[config.mk]
export PLATFORM = sky130hd
export DESIGN_NAME = cofi_ctrl
export DESIGN_NICKNAME = d
export VERILOG_FILES = /design/src/rtl/cofi_ctrl.sv
export SDC_FILE = /design/constraint.sdc
export NUM_CORES = 1
export LEC_CHECK = 0
export CAP_MARGIN = 25
export CELL_PAD_IN_SITES_DETAIL_PLACEMENT = 2
export CELL_PAD_IN_SITES_GLOBAL_PLACEMENT = 2
export CORE_ASPECT_RATIO = 1.5
export CORE_MARGIN = 3
export CORE_UTILIZATION = 40
export DETAILED_ROUTE_END_ITERATION = 8
export DONT_BUFFER_PORTS = 1
export PLACE_DENSITY_LB_ADDON = 0.1
export SKIP_LAST_GASP = 1
export SLEW_MARGIN = 0
export SYNTH_ARGS = -nofsm -noshare
export SYNTH_HDL_FRONTEND = slang
export SYNTH_SLANG_ARGS = --single-unit
[constraint.sdc]
create_clock -name clk -period 5.88 [get_ports clk]
set_clock_uncertainty 0.2 [all_clocks]
set_input_delay 1.47 -clock clk [delete_from_list [all_inputs] [get_ports clk]]
set_output_delay 1.47 -clock clk [all_outputs]
set_load 0.05 [all_outputs]
[src/rtl/cofi_ctrl.sv]
// Frame-synchronous dither-blend sequencer: latches blend config at frame boundaries,
// counts per-frame dither-pattern hits and runs a hysteresis FSM for automatic force-blend.
module cofi_ctrl #(
  parameter int unsigned CNT_W      = 20,
  parameter int unsigned THRESH_ON  = 4096,
  parameter int unsigned THRESH_OFF = 1024,
  parameter int unsigned ON_FRAMES  = 2,
  parameter int unsigned OFF_FRAMES = 8,
  parameter int unsigned DIFF_MAX   = 16
) (
  input  logic             clk,
  input  logic             reset_n,
  input  logic             ce_pixel,
  input  logic             hblank,
  input  logic             vblank,
  input  logic [7:0]       red,
  input  logic [7:0]       green,
  input  logic [7:0]       blue,
  input  logic [1:0]       cfg_mode,
  input  logic             cfg_reduced,
  output logic             force_blend,
  output logic             diff_blend,
  output logic             reduced,
  output logic             auto_on,
  output logic [CNT_W-1:0] last_count
);

  // state    | meaning
  // S_OFF    | auto blend disabled, waiting for a dithered frame
  // S_ARM    | counting consecutive dithered frames toward enable
  // S_ON     | auto blend enabled
  // S_DISARM | counting consecutive clean frames toward disable
  typedef enum logic [1:0] {S_OFF, S_ARM, S_ON, S_DISARM} state_t;

  localparam int unsigned STK_MAX = (ON_FRAMES > OFF_FRAMES) ? ON_FRAMES : OFF_FRAMES;
  localparam int unsigned STK_W   = $clog2(STK_MAX + 1);
  localparam logic [STK_W-1:0] ON_K  = STK_W'(ON_FRAMES);
  localparam logic [STK_W-1:0] OFF_K = STK_W'(OFF_FRAMES);
  localparam logic [1:0] MODE_AUTO = 2'd3;

  state_t             state_q, state_d, base_state;
  logic [STK_W-1:0]   streak_q, streak_d, base_streak, streak_inc;
  logic               vblank_q, vblank_d;
  logic [1:0]         valid_q, valid_d;
  logic [23:0]        p1_q, p1_d, p2_q, p2_d, pix;
  logic [CNT_W-1:0]   cnt_q, cnt_d, cnt_inc;
  logic [CNT_W-1:0]   last_count_q, last_count_d;
  logic [1:0]         mode_q, mode_d;
  logic               reduced_q, reduced_d;
  logic               force_q, force_d;
  logic               diff_q, diff_d;
  logic               frame_valid_q, frame_valid_d;
  logic               active, fb, hit, dith, clean, auto_next;

  function automatic logic near(input logic [7:0] a, input logic [7:0] b);
    logic [7:0] d;
    d = (a > b) ? (a - b) : (b - a);
    return (d != 8'd0) && (32'(d) <= DIFF_MAX);
  endfunction

  always_comb begin
    pix        = {red, green, blue};
    active     = !hblank && !vblank;
    fb         = ce_pixel && vblank && !vblank_q;
    hit        = active && (valid_q == 2'd2) && (p2_q == pix) &&
                 near(p1_q[23:16], red) && near(p1_q[15:8], green) && near(p1_q[7:0], blue);
    cnt_inc    = (hit && (cnt_q != '1)) ? cnt_q + CNT_W'(1) : cnt_q;
    dith       = 32'(cnt_inc) >= THRESH_ON;
    clean      = 32'(cnt_inc) < THRESH_OFF;

    vblank_d      = vblank_q;
    valid_d       = valid_q;
    p1_d          = p1_q;
    p2_d          = p2_q;
    cnt_d         = cnt_q;
    last_count_d  = last_count_q;
    mode_d        = mode_q;
    reduced_d     = reduced_q;
    force_d       = force_q;
    diff_d        = diff_q;
    frame_valid_d = frame_valid_q;
    state_d       = state_q;
    streak_d      = streak_q;
    base_state    = state_q;
    base_streak   = streak_q;
    streak_inc    = streak_q;
    auto_next     = 1'b0;

    if (ce_pixel) begin
      vblank_d = vblank;
      if (!active) begin
        valid_d = 2'd0;
      end else begin
        if (valid_q != 2'd2) valid_d = valid_q + 2'd1;
        p1_d = pix;
        p2_d = p1_q;
      end
      cnt_d = cnt_inc;

      if (fb) begin
        last_count_d  = cnt_inc;
        cnt_d         = '0;
        mode_d        = cfg_mode;
        reduced_d     = cfg_reduced;
        frame_valid_d = 1'b1;

        // Entering auto mode always restarts the hysteresis from scratch.
        if (cfg_mode == MODE_AUTO && mode_q != MODE_AUTO) begin
          base_state  = S_OFF;
          base_streak = '0;
        end
        streak_inc = base_streak + STK_W'(1);
        state_d    = base_state;
        streak_d   = base_streak;

        if (cfg_mode == MODE_AUTO && frame_valid_q) begin
          unique case (base_state)
            S_OFF: if (dith) begin
              if (ON_K == STK_W'(1)) begin state_d = S_ON;  streak_d = '0;         end
              else                   begin state_d = S_ARM; streak_d = STK_W'(1); end
            end
            S_ARM: if (dith) begin
              if (streak_inc >= ON_K) begin state_d = S_ON; streak_d = '0;  end
              else                          streak_d = streak_inc;
            end else begin
              state_d  = S_OFF;
              streak_d = '0;
            end
            S_ON: if (clean) begin
              if (OFF_K == STK_W'(1)) begin state_d = S_OFF;    streak_d = '0;        end
              else                    begin state_d = S_DISARM; streak_d = STK_W'(1); end
            end
            S_DISARM: if (clean) begin
              if (streak_inc >= OFF_K) begin state_d = S_OFF; streak_d = '0; end
              else                           streak_d = streak_inc;
            end else begin
              state_d  = S_ON;
              streak_d = '0;
            end
            default: begin
              state_d  = S_OFF;
              streak_d = '0;
            end
          endcase
        end

        auto_next = (state_d == S_ON) || (state_d == S_DISARM);
        force_d   = 1'b0;
        diff_d    = 1'b0;
        unique case (cfg_mode)
          2'd1:    force_d = 1'b1;
          2'd2:    diff_d  = 1'b1;
          2'd3:    force_d = auto_next;
          default: ;
        endcase
      end
    end
  end

  always_ff @(posedge clk or negedge reset_n) begin
    if (!reset_n) begin
      state_q       <= S_OFF;
      streak_q      <= '0;
      vblank_q      <= 1'b0;
      valid_q       <= 2'd0;
      p1_q          <= '0;
      p2_q          <= '0;
      cnt_q         <= '0;
      last_count_q  <= '0;
      mode_q        <= 2'd0;
      reduced_q     <= 1'b0;
      force_q       <= 1'b0;
      diff_q        <= 1'b0;
      frame_valid_q <= 1'b0;
    end else begin
      state_q       <= state_d;
      streak_q      <= streak_d;
      vblank_q      <= vblank_d;
      valid_q       <= valid_d;
      p1_q          <= p1_d;
      p2_q          <= p2_d;
      cnt_q         <= cnt_d;
      last_count_q  <= last_count_d;
      mode_q        <= mode_d;
      reduced_q     <= reduced_d;
      force_q       <= force_d;
      diff_q        <= diff_d;
      frame_valid_q <= frame_valid_d;
    end
  end

  assign force_blend = force_q;
  assign diff_blend  = diff_q;
  assign reduced     = reduced_q;
  assign auto_on     = (state_q == S_ON) || (state_q == S_DISARM);
  assign last_count  = last_count_q;

endmodule

==> results.md <==
Synthesis:
- The dominant combinational cell family by area after synthesis is simple AND/OR/NAND/NOR gates.
- The share of flip-flops with an asynchronous set or reset is 100%.
- Of the post-synthesis cell area, the part taken by muxes is approximately 6.0%.
- The area share of fa/ha/maj cells after synthesis is 8.26%.
- In this run, synthesis produced a sequential element count of 103.
- The most frequently used flop master after synthesis is sky130_fd_sc_hd__dfrtp_1.
- The cell area after synthesis is roughly 7400 um2.
- By instance count, the leading cell after synthesis is sky130_fd_sc_hd__nand2_1.
- The synthesized netlist devotes 7.55% of its cell area to XOR and XNOR gates.
- Counting flops with a built-in enable in the synthesized netlist gives 0.
- The sequential-to-total area share from yosys stat is between 30% and 40%.
- The commonest cells after synthesis are sky130_fd_sc_hd__nand2_1 (112), sky130_fd_sc_hd__dfrtp_1 (103), sky130_fd_sc_hd__o21ai_0 (76), sky130_fd_sc_hd__inv_1 (67), sky130_fd_sc_hd__ha_1 (49).
- Summing the areas of all and, or, nand and nor instances in the mapped netlist gives 21.0% of the synthesized area.
- The area fraction of the dominant cell type after synthesis is 34.7%.
- Yosys printed 0 warnings.
- In the post-synthesis netlist, the biggest area contributors are sky130_fd_sc_hd__dfrtp_1 (35%), sky130_fd_sc_hd__ha_1 (8.3%), sky130_fd_sc_hd__nand2_1 (5.7%), sky130_fd_sc_hd__o21ai_0 (5.1%), sky130_fd_sc_hd__xor2_1 (4.5%).
- The synthesized design spends more area on one cell type than any other, namely sky130_fd_sc_hd__dfrtp_1.
- The fraction of the mapped netlist area in compound gates is between 15 and 20%.
- Counting every net in the synthesized netlist gives roughly 940.
- In the synthesized netlist, the number of instances is approximately 850.
- The unique cell type count in the Yosys netlist is 71.
- The synthesized area divided by synthesized cell count is about 8.7 um2.

Clock tree:
- The clock tree synthesis step divided the H-tree into 3 levels.
- The clock tree root buffer cell is sky130_fd_sc_hd__clkbuf_16.
- The clock tree from TritonCTS is done.
- The maximum root-to-sink buffer count is 2.
- The quantity of hold-fixing buffers added after cts is 0.
- After clock tree synthesis, the clock-pin slew on the worst setup and hold paths is approximately 0.08 ns.
- For the worst-skew pair, the clock arrives at the later sink with an insertion delay of roughly 0.36 ns.
- The clock buffer count from CTS is 9.
- CTS saw between 100 and 150 sinks.
- The setup fix buffers added after clock tree synthesis is 0.

Drt:
- The number of detailed-routing iterations run before antenna repair is 4.
- The routed wire length is roughly 22 mm.
- In the routed design, unresolved DRC markers number 0.
- Dividing the detail-routed via count by the number of cells gives ~5.7.
- Dividing the detail-routed wire length by the instance count gives about 20 um.
- The detailed router finished its first iteration with roughly 190 violations.
- The final antenna-violating net count is 0.
- The total number of vias is 6234.

Worst setup path:
- Data on the critical path is required at its endpoint by approximately 6.0 ns.
- Along the worst path, the maximum fanout reaches 12.
- By startpoint and endpoint, the worst setup path is classified as input pin to register.
- The worst setup path is captured at a register.
- The worst endpoint data arrival time is roughly 5.6 ns.
- The critical path launch point type is an input pin.

STA:
- The max-slew violation count came to 0.
- On the final layout, the worst hold slack is between 0.2 and 0.3 ns.
- Setup violations remaining at the end of the flow were counted as 0.
- Dividing the final minimum period by the clock period gives 93.6%.
- The hold violation count in the final report is 0.
- Setup repair after global routing left no endpoint under its margin.
- In this run the tightest slew margin relative to its limit is a little over two fifths.
- The shortest clock period the worst path allows after layout is 5.50 ns.
- The maximum frequency from static timing analysis is around 180 MHz.
- The sum of negative setup slack is 0 ns.
- The transition time of the tightest slew-check pin is about 0.84 ns.

Global route:
- In the global route stage, overall resource usage came out at 22.6%.
- For this run the aggregate overflow at the end of global routing stands at 0.
- The wire length of the first global-routing pass is ~37 mm.
- Entering global routing, the biggest net connects 104 pins.
- The number of global-route vias before repair was approximately 7000.
- The number of antenna violations at the first check in global routing is 0.

Power and ir drop:
- The analysis attributes to cell leakage a power of 3.49 nW.
- The worst-case IR drop observed on VDD is roughly 0.00014 V.
- Power spread over the standard cell area amounts to 292 nW/um2.

Floorplan:
- Row generation in the floorplan step produced 60 rows.
- The die boundary width is approximately 120 um.
- The region available for standard cell placement spans between 15000 and 20000 um2.
- In this run the count of I/O pins placed on the die edge is 56.
- The starting density of the core is between 40% and 50%.
- The area enclosed by the die boundary is roughly 20000 um2.
- In this run the vertical extent of the chip is 173 um.

Finish:
- The fraction of final layout cells sized beyond drive strength 1 is between 10% and 20%.
- After the last flow step, the layout net total stands at just over 900.
- Summing all multi-input logic gate instances after layout gives approximately 4500 um2.
- The repair_antennas step left the layout with diodes totalling 0.
- The sequential cell area is ~2600 um2.
- The area added between synthesis and finish is 8.16%.
- The total of fill cells in the finished design is just over 2000.

Placement:
- Port buffering added 0 buffers.
- The placer's final routability congestion estimate is between 0.8 and 0.9.
- Once detailed placement completed, the half-perimeter wirelength came to 17.0 mm.

Job:
- The tool flagged a number of max-cap violations equal to 0.

Min path:
- The path class of the tightest hold or removal check is register to register.

Outcome:
- The flow ran to the end, and the final reports show no timing, DRC or antenna violations.
critical path, cell delays in order:
cell and delay, ns:
sky130_fd_sc_hd__inv_1 0.02, sky130_fd_sc_hd__ha_1 0.50, sky130_fd_sc_hd__nand2_1 0.12, sky130_fd_sc_hd__and2_1 0.17, sky130_fd_sc_hd__nor2_1 0.41, sky130_fd_sc_hd__nand2_1 0.27, sky130_fd_sc_hd__o32ai_2 0.33, sky130_fd_sc_hd__xnor2_1 0.12
sky130_fd_sc_hd__or4_4 0.61, sky130_fd_sc_hd__nor4_2 0.39, sky130_fd_sc_hd__mux2_4 0.37, sky130_fd_sc_hd__nor3_2 0.40, sky130_fd_sc_hd__a31o_2 0.26, sky130_fd_sc_hd__a22o_1 0.15
state kept, by name, summed over array words and instances, names as in the netlist:
| name | count |
|---|---|
| state_q | 2 |
| vblank_q | 1 |
| valid_q | 2 |
| mode_q | 2 |
| cnt_q | 20 |
| p1_q | 24 |
| frame_valid_q | 1 |
| diff_blend | 1 |
| force_blend | 1 |
| streak_q | 4 |
| reduced | 1 |
| p2_q | 24 |
| last_count | 20 |
what timing repair did:
| action | 4_1_cts | 5_1_grt |
|---|---|---|
| endpoints found under the setup margin | 0 | 1 |
| endpoints found under the hold margin | 0 | 0 |
| resized for setup | 0 | 1 |
cells by family after synthesis:
family | after synthesis
AOI/OAI and AO/OA | 197
xor gates and xnor gates | 64
adders and majority gates | 49
buffers and inverters | 103
DFF | 103
muxes | 39
and+or+nand+nor | 299
layout make-up:
cell class	instances	area share, %
inverters	67	3.13
clock inverters	7	0.842
flip-flops and latches	103	32.1
clock buffers	9	2.81
repair buffers	18	1.68
well taps	248	3.86
multi-input cells	648	55.6
stage by stage:
step	cells	utilization (%)	power (mW)	setup WS (ns)	area [um2]
finish	1100	44.4	2.34	0.379	8030
detailed placement	1084	42.7	1.75	0.0131	7730
global route	1100	44.4	2.50	0.0297	8030
floorplan	854	-	1.51	0.213	7420
global placement	1084	42.7	1.70	0.159	7730
CTS	1100	44.3	2.37	0.340	8020
path summary, 6_finish.rpt:
check / start / to / slack [ns] / cells after the start
max: blue[6] / streak_q[2] / 0.38 / 14
min: frame_valid_q / frame_valid_q / 0.28 / 1
max reg2reg: p1_q[6] / streak_q[2] / 1.08 / 13
min reg2reg: frame_valid_q / frame_valid_q / 0.28 / 1
max in group asynchronous: reset_n / p1_q[13] / 4.69 / 0
min in group asynchronous: reset_n / mode_q[1] / 0.59 / 0
power breakdown:
group / switching (mW) / internal [mW] / leakage (nW) / total [mW]
clock network: 0.307 / 0.297 / 0.133 / 0.604
registers: 0.120 / 0.806 / 1.33 / 0.926
logic: 0.481 / 0.331 / 2.03 / 0.812
total: 0.908 / 1.43 / 3.49 / 2.34
placed cells by master, fill, tap and decap left out, types with 5 or more instances in the layout:
master / count
sky130_fd_sc_hd__and3_1: 8
sky130_fd_sc_hd__mux2_2: 29
sky130_fd_sc_hd__nand2b_1: 6
sky130_fd_sc_hd__nor3_1: 23
sky130_fd_sc_hd__ha_1: 49
sky130_fd_sc_hd__inv_1: 67
sky130_fd_sc_hd__nand3_1: 15
sky130_fd_sc_hd__o21ai_0: 76
sky130_fd_sc_hd__o21a_1: 11
sky130_fd_sc_hd__nor2_1: 43
sky130_fd_sc_hd__a21o_1: 7
sky130_fd_sc_hd__xnor2_1: 26
sky130_fd_sc_hd__buf_4: 18
sky130_fd_sc_hd__and2_1: 8
sky130_fd_sc_hd__clkbuf_16: 9
sky130_fd_sc_hd__nand2_1: 112
sky130_fd_sc_hd__a21boi_0: 5
sky130_fd_sc_hd__o31ai_1: 9
sky130_fd_sc_hd__mux2i_1: 8
sky130_fd_sc_hd__nor2b_1: 9
sky130_fd_sc_hd__nor3b_1: 5
sky130_fd_sc_hd__dfrtp_1: 103
sky130_fd_sc_hd__xor2_1: 38
sky130_fd_sc_hd__nand4_1: 12
sky130_fd_sc_hd__or3_1: 10
sky130_fd_sc_hd__or4_1: 7
sky130_fd_sc_hd__o41ai_1: 6
sky130_fd_sc_hd__nor4_1: 10
sky130_fd_sc_hd__a31oi_1: 8
sky130_fd_sc_hd__a21oi_1: 26
layer usage:
metal  track usage [%]  routed length, um  share of wire (%)  vias to the layer above
li1                  -                  -                  -                     2975
met1              24.2               8240                 38                     3122
met2              42.3              12300                 56                       97
met3              3.78                622                2.8                       40
met4              9.28                826                3.8                        0
met5                 0                  0                  0                        -
No activity file was read; power rests on OpenSTA's default activity.
